## src/rtl/ysyx_22051086_div_responder_if.sv

```systemverilog
// Divide request/response bundle between the EX-stage ALU (requester) and
// the multi-cycle divider (responder).
//   master : requester side; drives operands, div_valid, divw, div_signed, flush
//   slave  : divider side; drives div_ready, out_valid, quotient, remainder
interface ysyx_22051086_div_responder_if #(
  parameter int XLEN = 64
);
  logic [XLEN-1:0] dividend;
  logic [XLEN-1:0] divisor;
  logic            div_valid;
  logic            divw;
  logic            div_signed;
  logic            flush;
  logic            div_ready;
  logic            out_valid;
  logic [XLEN-1:0] quotient;
  logic [XLEN-1:0] remainder;

  modport master (
    output dividend, divisor, div_valid, divw, div_signed, flush,
    input  div_ready, out_valid, quotient, remainder
  );

  modport slave (
    input  dividend, divisor, div_valid, divw, div_signed, flush,
    output div_ready, out_valid, quotient, remainder
  );
endinterface

```

## src/rtl/ysyx_22051086_div_responder.sv

```systemverilog
// Multi-cycle radix-2 restoring divider for RV64M div/divu/rem/remu and the
// word variants. One request at a time; one quotient bit per cycle; a single
// out_valid pulse; quotient/remainder hold until the next result is produced.
// Ports:
//   clk : clock, all state on rising edge
//   rst : asynchronous active-low reset
//   bus : slave side of the divide handshake interface
module ysyx_22051086_div_responder #(
  parameter int XLEN = 64
) (
  input logic                            clk,
  input logic                            rst,
  ysyx_22051086_div_responder_if.slave   bus
);

  localparam int HALF  = XLEN / 2;
  localparam int CNT_W = $clog2(XLEN + 1);
  localparam logic [XLEN-1:0] MIN_FULL = {1'b1, {(XLEN-1){1'b0}}};
  localparam logic [XLEN-1:0] MIN_WORD = {{(HALF+1){1'b1}}, {(HALF-1){1'b0}}};

  typedef enum logic [1:0] {IDLE, CALC, DONE} state_t;

  state_t           state;
  logic [CNT_W-1:0] cnt;
  logic             out_valid_q;
  logic [XLEN-1:0]  quotient_q;
  logic [XLEN-1:0]  remainder_q;

  logic [XLEN-1:0]  rem_q;
  logic [XLEN-1:0]  quo_q;
  logic [XLEN-1:0]  dvd_q;
  logic [XLEN-1:0]  dsr_q;
  logic             neg_q_q;
  logic             neg_r_q;
  logic             word_q;

  function automatic logic [XLEN-1:0] sext_half(input logic [HALF-1:0] x);
    return {{HALF{x[HALF-1]}}, x};
  endfunction

  function automatic logic [XLEN-1:0] zext_half(input logic [HALF-1:0] x);
    return {{HALF{1'b0}}, x};
  endfunction

  function automatic logic [XLEN-1:0] abs_mag(input logic signed [XLEN-1:0] x,
                                              input logic neg);
    logic [XLEN-1:0] u;
    u = x;
    return neg ? (~u + 1'b1) : u;
  endfunction

  // Apply the result sign, then sign-extend word results from bit 31.
  function automatic logic [XLEN-1:0] fix_result(input logic [XLEN-1:0] mag,
                                                 input logic neg,
                                                 input logic word);
    logic signed [XLEN-1:0] v;
    v = neg ? -$signed(mag) : $signed(mag);
    return word ? sext_half(v[HALF-1:0]) : v;
  endfunction

  // Operand preparation, only meaningful in the accept cycle.
  logic signed [XLEN-1:0] a_ext, b_ext;
  logic                   sa_in, sb_in;
  logic [XLEN-1:0]        a_mag, b_mag;
  logic                   accept, div_zero, overflow;

  always_comb begin
    if (bus.divw) begin
      a_ext = bus.div_signed ? sext_half(bus.dividend[HALF-1:0]) : zext_half(bus.dividend[HALF-1:0]);
      b_ext = bus.div_signed ? sext_half(bus.divisor[HALF-1:0])  : zext_half(bus.divisor[HALF-1:0]);
    end else begin
      a_ext = bus.dividend;
      b_ext = bus.divisor;
    end
    sa_in    = bus.div_signed & a_ext[XLEN-1];
    sb_in    = bus.div_signed & b_ext[XLEN-1];
    a_mag    = abs_mag(a_ext, sa_in);
    b_mag    = abs_mag(b_ext, sb_in);
    accept   = (state == IDLE) && bus.div_valid && !bus.flush;
    div_zero = (b_ext == '0);
    // Unsigned word divisors are zero-extended, so &b_ext only hits for signed ops.
    overflow = bus.div_signed && (&b_ext) &&
               (a_ext == (bus.divw ? MIN_WORD : MIN_FULL));
  end

  // One restoring step. The partial remainder is XLEN+1 bits wide; its top
  // bit set means it certainly exceeds the divisor, and the true difference
  // still fits in XLEN bits.
  logic [XLEN-1:0] partial_lo;
  logic            ge;
  logic [XLEN-1:0] rem_nxt;
  logic [XLEN-1:0] quo_nxt;

  always_comb begin
    partial_lo = {rem_q[XLEN-2:0], dvd_q[XLEN-1]};
    ge         = rem_q[XLEN-1] || (partial_lo >= dsr_q);
    rem_nxt    = ge ? (partial_lo - dsr_q) : partial_lo;
    quo_nxt    = {quo_q[XLEN-2:0], ge};
  end

  // Control and result registers.
  always_ff @(posedge clk or negedge rst) begin
    if (!rst) begin
      state       <= IDLE;
      cnt         <= '0;
      out_valid_q <= 1'b0;
      quotient_q  <= '0;
      remainder_q <= '0;
    end else begin
      out_valid_q <= 1'b0;
      case (state)
        IDLE: begin
          if (accept) begin
            if (div_zero) begin
              state       <= DONE;
              out_valid_q <= 1'b1;
              quotient_q  <= '1;
              remainder_q <= bus.divw ? sext_half(bus.dividend[HALF-1:0]) : bus.dividend;
            end else if (overflow) begin
              state       <= DONE;
              out_valid_q <= 1'b1;
              quotient_q  <= a_ext;
              remainder_q <= '0;
            end else begin
              state <= CALC;
              cnt   <= bus.divw ? CNT_W'(HALF) : CNT_W'(XLEN);
            end
          end
        end
        CALC: begin
          if (bus.flush) begin
            state <= IDLE;
            cnt   <= '0;
          end else begin
            cnt <= cnt - 1'b1;
            if (cnt == CNT_W'(1)) begin
              state       <= DONE;
              out_valid_q <= 1'b1;
              quotient_q  <= fix_result(quo_nxt, neg_q_q, word_q);
              remainder_q <= fix_result(rem_nxt, neg_r_q, word_q);
            end
          end
        end
        default: state <= IDLE;
      endcase
    end
  end

  // Working datapath; loaded on accept, so it needs no reset.
  always_ff @(posedge clk) begin
    if (accept) begin
      // Word dividends are left-aligned so bits always leave from the MSB.
      dvd_q   <= bus.divw ? {a_mag[HALF-1:0], {HALF{1'b0}}} : a_mag;
      dsr_q   <= b_mag;
      rem_q   <= '0;
      quo_q   <= '0;
      neg_q_q <= sa_in ^ sb_in;
      neg_r_q <= sa_in;
      word_q  <= bus.divw;
    end else if (state == CALC) begin
      rem_q <= rem_nxt;
      quo_q <= quo_nxt;
      dvd_q <= {dvd_q[XLEN-2:0], 1'b0};
    end
  end

  assign bus.div_ready = (state == IDLE);
  // A flush landing on the DONE cycle kills the pulse that is already up.
  assign bus.out_valid = out_valid_q && !bus.flush;
  assign bus.quotient  = quotient_q;
  assign bus.remainder = remainder_q;

endmodule

```

## src/flat_wrapper.sv

```systemverilog
// flat-port wrapper written by rule: the top's interface ports become plain ports
module ysyx_22051086_div_responder_flat 
#(
  parameter int XLEN = 64
)
  (clk, rst, bus_dividend, bus_divisor, bus_div_valid, bus_divw, bus_div_signed, bus_flush, bus_div_ready, bus_out_valid, bus_quotient, bus_remainder);
  ysyx_22051086_div_responder_if #(.XLEN(XLEN)) bus_i ();
  input logic clk;
  input logic rst;
  input wire logic [$bits(bus_i.dividend)-1:0] bus_dividend;
  input wire logic [$bits(bus_i.divisor)-1:0] bus_divisor;
  input wire logic [$bits(bus_i.div_valid)-1:0] bus_div_valid;
  input wire logic [$bits(bus_i.divw)-1:0] bus_divw;
  input wire logic [$bits(bus_i.div_signed)-1:0] bus_div_signed;
  input wire logic [$bits(bus_i.flush)-1:0] bus_flush;
  output wire logic [$bits(bus_i.div_ready)-1:0] bus_div_ready;
  output wire logic [$bits(bus_i.out_valid)-1:0] bus_out_valid;
  output wire logic [$bits(bus_i.quotient)-1:0] bus_quotient;
  output wire logic [$bits(bus_i.remainder)-1:0] bus_remainder;
  assign bus_i.dividend = bus_dividend;
  assign bus_i.divisor = bus_divisor;
  assign bus_i.div_valid = bus_div_valid;
  assign bus_i.divw = bus_divw;
  assign bus_i.div_signed = bus_div_signed;
  assign bus_i.flush = bus_flush;
  assign bus_div_ready = bus_i.div_ready;
  assign bus_out_valid = bus_i.out_valid;
  assign bus_quotient = bus_i.quotient;
  assign bus_remainder = bus_i.remainder;
  ysyx_22051086_div_responder #(.XLEN(XLEN)) u_core (.clk(clk), .rst(rst), .bus(bus_i));
endmodule
```

## config.mk

```make
export PLATFORM = sky130hd
export DESIGN_NAME = ysyx_22051086_div_responder_flat
export DESIGN_NICKNAME = d
export VERILOG_FILES = /design/src/rtl/ysyx_22051086_div_responder_if.sv /design/src/rtl/ysyx_22051086_div_responder.sv /design/src/flat_wrapper.sv
export SDC_FILE = /design/constraint.sdc
export NUM_CORES = 1
export LEC_CHECK = 0
export CAP_MARGIN = 20
export CORE_ASPECT_RATIO = 1.4
export CORE_MARGIN = 1.5
export CORE_UTILIZATION = 50
export CTS_BUF_LIST = sky130_fd_sc_hd__clkbuf_2 sky130_fd_sc_hd__clkbuf_4 sky130_fd_sc_hd__clkbuf_8
export DETAILED_ROUTE_END_ITERATION = 10
export PLACE_DENSITY = 0.68
export SETUP_SLACK_MARGIN = 0.4
export SKIP_LAST_GASP = 1
export SYNTH_ARGS = -nofsm -noshare
export SYNTH_HDL_FRONTEND = slang
export SYNTH_SLANG_ARGS = --single-unit
export TNS_END_PERCENT = 20
```

## constraint.sdc

```tcl
create_clock -name clk -period 7.6 [get_ports clk]
set_clock_uncertainty 0.15 [all_clocks]
set_input_delay 0.76 -clock clk [delete_from_list [all_inputs] [get_ports clk]]
set_output_delay 0.76 -clock clk [all_outputs]
set_load 0.1 [all_outputs]
```

==> results of run 1 <==
[layer usage]
metal | wire length (µm) | vias up | track usage
li1 | - | 13400 | -
met1 | 43200 | 14000 | 0.477
met2 | 51800 | 1651 | 0.605
met3 | 9870 | 356 | 0.0679
met4 | 8190 | 2 | 0.251
met5 | 12 | - | 0
[power by group through the flow]
stage                     registers (mW)  clock network, mW  logic (mW)
after floorplan                     5.13                  0        4.19
after global placement              3.34                  0        8.45
after detailed placement            3.33                  0        8.52
after CTS                           3.30               2.16        8.57
after global routing                3.36               2.25        9.24
final                               3.33               2.15        8.74
[per-stage QoR]
stage,cell area (µm²),std cells,hold slack (ps),power (mW),utilization
detailed placement,31100,4377,301,11.9,0.561
CTS,32600,4500,312,14.0,0.588
global placement,31100,4377,299,11.8,0.561
finish,32600,4508,308,14.2,0.589
floorplan,28000,3573,284,9.31,-
global route,32600,4505,329,14.9,0.589
[worst reg2reg max path, delay by kind of cell (launching register included)]
kind	cells	cell delay [ps]
buf+inv	3	250
simple gates	5	1870
mux	2	670
compound gates	7	2500
flops	1	430
fa+ha+maj	3	890
[registers in the layout, summed over array words and instances (netlist names)]
register,count
u_core.dsr_q,64
u_core.bus.quotient,64
u_core.dvd_q,64
u_core.state,2
u_core.word_q,1
u_core.bus.remainder,64
u_core.cnt,7
u_core.neg_q_q,1
u_core.quo_q,63
u_core.rem_q,64
u_core.out_valid_q,1
u_core.neg_r_q,1
[layout make-up]
class                           instances  area (µm²)
Timing Repair Buffer                  305        2970
Antenna cell                            4        10.0
Sequential cell                       396        9930
Tap cell                              728         911
Fill cell                            5038       22800
Clock inverter                         24         253
Clock buffer                           98        1240
Inverter                              107         407
Multi-Input combinational cell       2846       16900
[layout by cell type, fill, tap and decap left out, drive strengths merged, types with 21 or more instances in the layout]
cell | netlist | layout
nand2 | 483 | 483
nand3 | 104 | 104
a31oi | 27 | 27
buf | 33 | 43
ha | 71 | 71
nand4 | 56 | 56
nand2b | 27 | 27
inv | 104 | 108
nor3 | 79 | 79
mux2i | 34 | 34
o21ai | 365 | 365
xor2 | 104 | 104
o31ai | 55 | 55
a21o | 40 | 40
o211ai | 23 | 23
nor4 | 43 | 43
xnor2 | 161 | 161
a221oi | 33 | 33
clkdlybuf4s50 | 0 | 261
edfxtp | 131 | 131
or4 | 30 | 30
clkbuf | 191 | 98
dfxtp | 127 | 127
a211oi | 35 | 35
o41ai | 21 | 21
nor2 | 370 | 370
or3 | 51 | 51
o22ai | 44 | 44
a221o | 33 | 33
dfrtp | 138 | 138
a21oi | 310 | 310
[worst paths after layout]
| path | depth (start not counted) | slack, ps | end | start |
|---|---|---|---|---|
| worst min-delay path | 2 | 310 | u_core.rem_q[63] | u_core.rem_q[63] |
| worst max register to register | 20 | 760 | u_core.bus.remainder[58] | u_core.dvd_q[63] |
| worst max-delay path | 20 | 760 | u_core.bus.remainder[58] | u_core.dvd_q[63] |
| max in group asynchronous | 4 | 5690 | u_core.bus.remainder[59] | rst |
| min in group asynchronous | 2 | 480 | u_core.bus.quotient[41] | rst |
| worst min register to register | 2 | 310 | u_core.rem_q[63] | u_core.rem_q[63] |
[logic make-up (layout without fill, tap and decap cells)]
family	Yosys count	count (layout)	share of synthesized area
AND/OR/NAND/NOR	1341	1341	0.221
other	0	4	0
adder cells (fa/ha/maj)	72	72	0.0324
XOR/XNOR	265	265	0.0828
flip-flops	396	396	0.354
buffers and inverters	331	534	0.0449
AO/OA/AOI/OAI	1130	1130	0.251
multiplexers	38	38	0.0137
[timing repair]
item	CTS	global route
gates resized for setup	0	1
hold endpoints to repair	65	0
buffers inserted	0	2
setup endpoints to repair	0	4
hold buffers	1	0
==> results by group, run 1 <==
Min path
  • Worst Hold Class: reg2reg

Run status
  • Status: finished, final reports clean

Route
  • Detailed-route via count: 29,300
  • Pre-antenna DRT Iters: 6
  • Routed Wire Length: 113,000 µm
  • DR iter-0 viols: 2,937
  • Drt wl/cell: 25.1 µm
  • Post-route DRC: 0
  • Detail Route Antenna Nets: 0
  • Via-per-instance ratio: 6.51

Worst setup path
  • CP Capture Type: register
  • CP max stage cell: a211oi_1
  • CP arrival: 7250 ps
  • Delay-heaviest family, CP: compound AO/OA/AOI/OAI gates
  • Cell Chain, Critical Path: inv_1 > ha_1 > inv_1 > fa_1 > a211oi_1 > o21ai_1 > a21oi_2 > o21ai_2 > o211ai_1 > nand2_4 > mux2i_1 > ha_1 > inv_1 > nor4b_1 > a22o_1 > nand3_1 > or3_1 > nor4b_1 > mux2_2 > o21ai_0
  • Startpoint Class: register
  • Delay of the slowest critical-path stage: 570 ps
  • Most common cell on crit path: inv_1
  • CP required: 8010 ps
  • Crit-path max FO: 9
  • WP buf/inv: 3
  • Critical path class: reg2reg

Cells and area
  • Share of post-route cells with drive strength above 1: 0.0564
  • Nets: 3,929
  • Layout area overhead: 16.3%

Floorplanning
  • Io pins: 264
  • Area of the core: 55,400 µm²
  • # rows: 102
  • Die ar.: 57,500 µm²
  • Die height: 283 µm
  • Initial Util: 0.506
  • Die width: 203 µm

Power and ir drop
  • Leakage: 12.5 nW
  • Reg power frac: 0.234
  • Clock network power share: 0.151
  • Combinational share of power: 0.615
  • Peak supply drop: 518 µV
  • Internal power: 6.45 mW
  • Psw: 7.77 mW
  • Pwr dens: 436 nW/µm²
  • Switching part of the total power: 0.547

STA
  • Max transition margin: 0.240
  • Max Freq: 0.146 GHz
  • Tcrit/Tclk final: 0.900
  • Final count of negative-setup-slack endpoints: 0
  • Tmin final: 6840 ps
  • RSZ-0062 raised after global routing: false
  • Max Slew Vio Count: 0
  • Setup WS post-layout: 756 ps
  • Final Hold Viols: 0
  • Sum Neg Setup Slack: 0 ps
  • Actual slew at the worst max-slew pin: 1130 ps

Logic synthesis
  • Cell count after synthesis: 3,573
  • YS warnings: 0
  • Synth top area share: 0.140
  • Number of synthesized flops with an enable pin: 131
  • Area leader, netlist: edfxtp_1
  • Avg Inst Size Synth: 7.85 µm²
  • Post-synth top cells: 483 x nand2_1, 369 x nor2_1, 354 x o21ai_0
  • Seq cells post-synth: 396
  • Top FF cell, synth: dfrtp_1
  • Netlist cell types: 85
  • Post-synthesis net count: 3,779
  • Top-count cell post-synth: nand2_1
  • Sequential area share after synthesis: 0.354
  • Ys async rst share: 0.348
  • Synth area leaders: edfxtp_1 14%, dfrtp_1 12%, dfxtp_1 9.1%, nand2_1 6.5%, o21ai_0 6.3%
  • Cell area after synthesis: 28,000 µm²

Clocking
  • H-tree depth reported by CTS: 3
  • Clk sinks: 396
  • Num CTS Buffers: 67
  • TritonCTS clock tree: done
  • CTS clock-pin slew for the worst setup and hold paths: 60 ps
  • Clk root buf: clkbuf_8
  • Worst skew pair latency: 690 ps
  • CTS Buffer Depth: 3

Placement
  • IO Port Bufs: 263
  • Gpl congestion: 1.00
  • DPL Wire Length: 85,400 µm
  • Dpl ws: 661 ps

GRT
  • Total track usage: 0.382
  • GRT overflow: 0
  • Largest net degree at the start of global routing: 106
  • Global-route wire length before repair: 169,000 µm
  • Initial antenna violation count: 4
  • Number of global-route vias before repair: 27,800

Flow run
  • Max Cap Violations: 0
No activity file was read; power rests on OpenSTA's default activity.
==> inputs of run 2 (changes only) <==
--- a/config.mk
+++ b/config.mk
@@ -7,10 +7,11 @@
 export LEC_CHECK = 0
 export CAP_MARGIN = 20
 export CORE_ASPECT_RATIO = 1.4
-export CORE_MARGIN = 1.5
+export CORE_MARGIN = 8
 export CORE_UTILIZATION = 50
 export CTS_BUF_LIST = sky130_fd_sc_hd__clkbuf_2 sky130_fd_sc_hd__clkbuf_4 sky130_fd_sc_hd__clkbuf_8
 export DETAILED_ROUTE_END_ITERATION = 10
+export GPL_ROUTABILITY_DRIVEN = 0
 export PLACE_DENSITY = 0.68
 export SETUP_SLACK_MARGIN = 0.4
 export SKIP_LAST_GASP = 1
==> run 2 against run 1 <==
  * Worst setup slack gained 50 ps
  * First-iteration DRC count grew 25%
  * Power shrank 0.53%
  * Final area shrank 0.18%
  * Flip-flop and latch count is the same
  * Wire length shrank 1.6%
  * Sequential share of layout area grew 0.055 points
  * Non-clock buffer count shrank 5
  * Register-to-register slack gained 50 ps
  * Highest routed layer is now met4
==> results by group, run 2 (synthesized netlist as in run 1, its figures left out) <==
Run status
  • Status: finished, final reports clean

Cells and area
  • Nets: 3,923 (-0.15%)
  • Share of post-route cells with drive strength above 1: 0.0552 (-0.00125)
  • Most common cell after layout, fill and taps aside: nand2_1
  • Area of the multi-input gates: 16,900 µm² (about the same)
  • Storage cell area: 9930 µm² (unchanged)
  • Most frequent cells in the layout: 481 x nand2_1, 368 x nor2_1, 354 x o21ai_0, 309 x a21oi_1, 261 x clkdlybuf4s50_1
  • Layout area overhead: 16.1%
  • Non-filler cells, final: 4,501 (-0.16%)
  • FILL cells: 5,046 (+0.16%)

Floorplanning
  • Initial Util: 0.506 (unchanged)
  • # rows: 102 (unchanged)
  • Area of the core: 55,400 µm² (unchanged)
  • Io pins: 264 (unchanged)
  • Die height: 296 µm (+4.6%)
  • Die width: 216 µm (+6.4%)
  • Die ar.: 64,000 µm² (+11%)

Clocking
  • Clk sinks: 396 (unchanged)
  • Resize count post-CTS: 0 (unchanged)
  • CTS clock-pin slew for the worst setup and hold paths: 70 ps (about the same)
  • Clk root buf: clkbuf_8
  • TritonCTS clock tree: done
  • Post-CTS Setup Inserts: 0 (unchanged)
  • CTS Buffer Depth: 3 (unchanged)
  • Worst skew pair latency: 690 ps (about the same)
  • H-tree depth reported by CTS: 3 (unchanged)
  • Num CTS Buffers: 66 (-1.5%)

STA
  • Max Slew Vio Count: 0 (unchanged)
  • Final count of negative-setup-slack endpoints: 0 (unchanged)
  • Actual slew at the worst max-slew pin: 1120 ps (-7.39 ps)
  • Final Hold Viols: 0 (unchanged)
  • Tcrit/Tclk final: 0.894 (-0.00653)
  • Sum Neg Setup Slack: 0 ps (unchanged)
  • Max Freq: 0.147 GHz (+0.73%)
  • Tmin final: 6790 ps (-49.7 ps)
  • RSZ-0062 raised after global routing: false
  • Max transition margin: 0.248 (+0.00757)

Power and ir drop
  • Combinational share of power: 0.611 (-0.004)
  • Leakage: 12.5 nW (-0.22%)
  • Peak supply drop: 546 µV (+5.3%)
  • Switching part of the total power: 0.541 (-0.00532)
  • Clock network power share: 0.154 (+0.003)
  • Pwr dens: 434 nW/µm² (-0.35%)
  • Psw: 7.66 mW (-1.5%)
  • Reg power frac: 0.235 (about the same)
  • Internal power: 6.49 mW (+0.64%)

Route
  • Drt wl/cell: 24.7 µm (-1.5%)
  • Top sig layer: met4
  • Detail Route Antenna Nets: 0 (unchanged)
  • DR WL met3: 10,900 µm (+10%)
  • Via-per-instance ratio: 6.60 (+1.4%)
  • Routed Wire Length: 111,000 µm (-1.6%)
  • Post-route DRC: 0 (unchanged)
  • Met2 WL: 50,000 µm (-3.4%)
  • Pre-antenna DRT Iters: 9 (+3)
  • Metal-1 WL: 41,200 µm (-4.5%)
  • DR iter-0 viols: 3,683 (+25%)
  • Detailed-route via count: 29,700 (+1.2%)

GRT
  • Total track usage: 0.334 (-0.0480)
  • Initial antenna violation count: 2 (-2)
  • Largest net degree at the start of global routing: 109 (+2.8%)
  • GRT overflow: 0 (unchanged)
  • Global-route wire length before repair: 168,000 µm (-0.65%)
  • Number of global-route vias before repair: 28,300 (+1.8%)

Worst setup path
  • Critical path class: reg2reg
  • Crit-path max FO: 41 (+32)
  • CP required: 8020 ps (about the same)
  • Startpoint Class: register
  • CP arrival: 7210 ps (-40 ps)
  • CP Capture Type: register

Placement
  • Dpl cells: 4,375 (-0.046%)
  • IO Port Bufs: 263 (unchanged)
  • DPL Wire Length: 83,000 µm (-2.8%)

Min path
  • Worst Hold Class: reg2reg

Flow run
  • Max Cap Violations: 0 (unchanged)
[run 2: changes by cell type in the layout (fill, tap and decap cells not counted), sizes merged]
cell / change
buf: -5
clkbuf: +4
clkinv: -7
bufinv: +2
clkinvlp: +1
diode: -2
[run 2: power by group through the flow]
stage | Sequential (mW) | Combinational, mW | Clock (mW)
2_1_floorplan | 5.13 | 4.19 | 0
3_3_place_gp | 3.30 | 8.31 | 0
3_5_place_dp | 3.31 | 8.41 | 0
4_1_cts | 3.28 | 8.46 | 2.20
5_1_grt | 3.35 | 9.14 | 2.31
6_report | 3.32 | 8.64 | 2.18
[run 2: what timing repair did]
item                                   CTS  global route
hold buffers                             1             0
endpoints found under the hold margin   55             0
setup endpoints to repair                0             0
[run 2: final cells by class]
type / count / area share
Multi-Input combinational cell: 2846 / 0.519
Sequential cell: 396 / 0.305
Timing Repair Buffer: 300 / 0.0893
Clock buffer: 102 / 0.0379
Tap cell: 728 / 0.0280
Inverter: 107 / 0.0125
Clock inverter: 20 / 0.00803
Antenna cell: 2 / 0.000154
[run 2: path summary, 6_finish.rpt]
path | start | to | slack [ps] | cells after the start
max reg2reg | u_core.dvd_q[63] | u_core.bus.remainder[58] | 810 | 21
min in group asynchronous | rst | u_core.bus.quotient[45] | 550 | 2
max in group asynchronous | rst | u_core.cnt[4] | 5330 | 3
max | u_core.dvd_q[63] | u_core.bus.remainder[58] | 810 | 21
min reg2reg | u_core.rem_q[63] | u_core.rem_q[63] | 320 | 2
min | u_core.rem_q[63] | u_core.rem_q[63] | 320 | 2
[run 2: stage by stage]
step	total power, mW	hold slack, ps	utilization	setup slack [ps]	area, µm²
6_report	14.1	322	0.588	806	32600
5_1_grt	14.8	354	0.588	466	32600
4_1_cts	13.9	323	0.588	925	32600
3_5_place_dp	11.7	304	0.561	992	31000
3_3_place_gp	11.6	301	0.561	1280	31000
2_1_floorplan	9.31	284	-	1120	28000
[run 2: metal layers]
metal | GRT usage | up-vias
met5 | 0 | -
met4 | 0.243 | 0
met3 | 0.0597 | 411
met2 | 0.526 | 1903
met1 | 0.411 | 14000
li1 | - | 13400
[run 2: critical path, stage by stage (launching register included)]
cell and delay [ps]:
edfxtp_1 420, inv_1 80, ha_1 160, inv_1 60, fa_1 420, a211oi_1 520
o21ai_1 260, a21oi_1 200, buf_4 180, o21ai_2 130, o211ai_1 440, nand2_4 380
o21ai_0 380, ha_1 340, inv_1 110, nor4b_1 460, a22o_1 300, nand3_1 250
or3_1 520, nor4b_1 360, mux2_2 370, o21ai_0 160
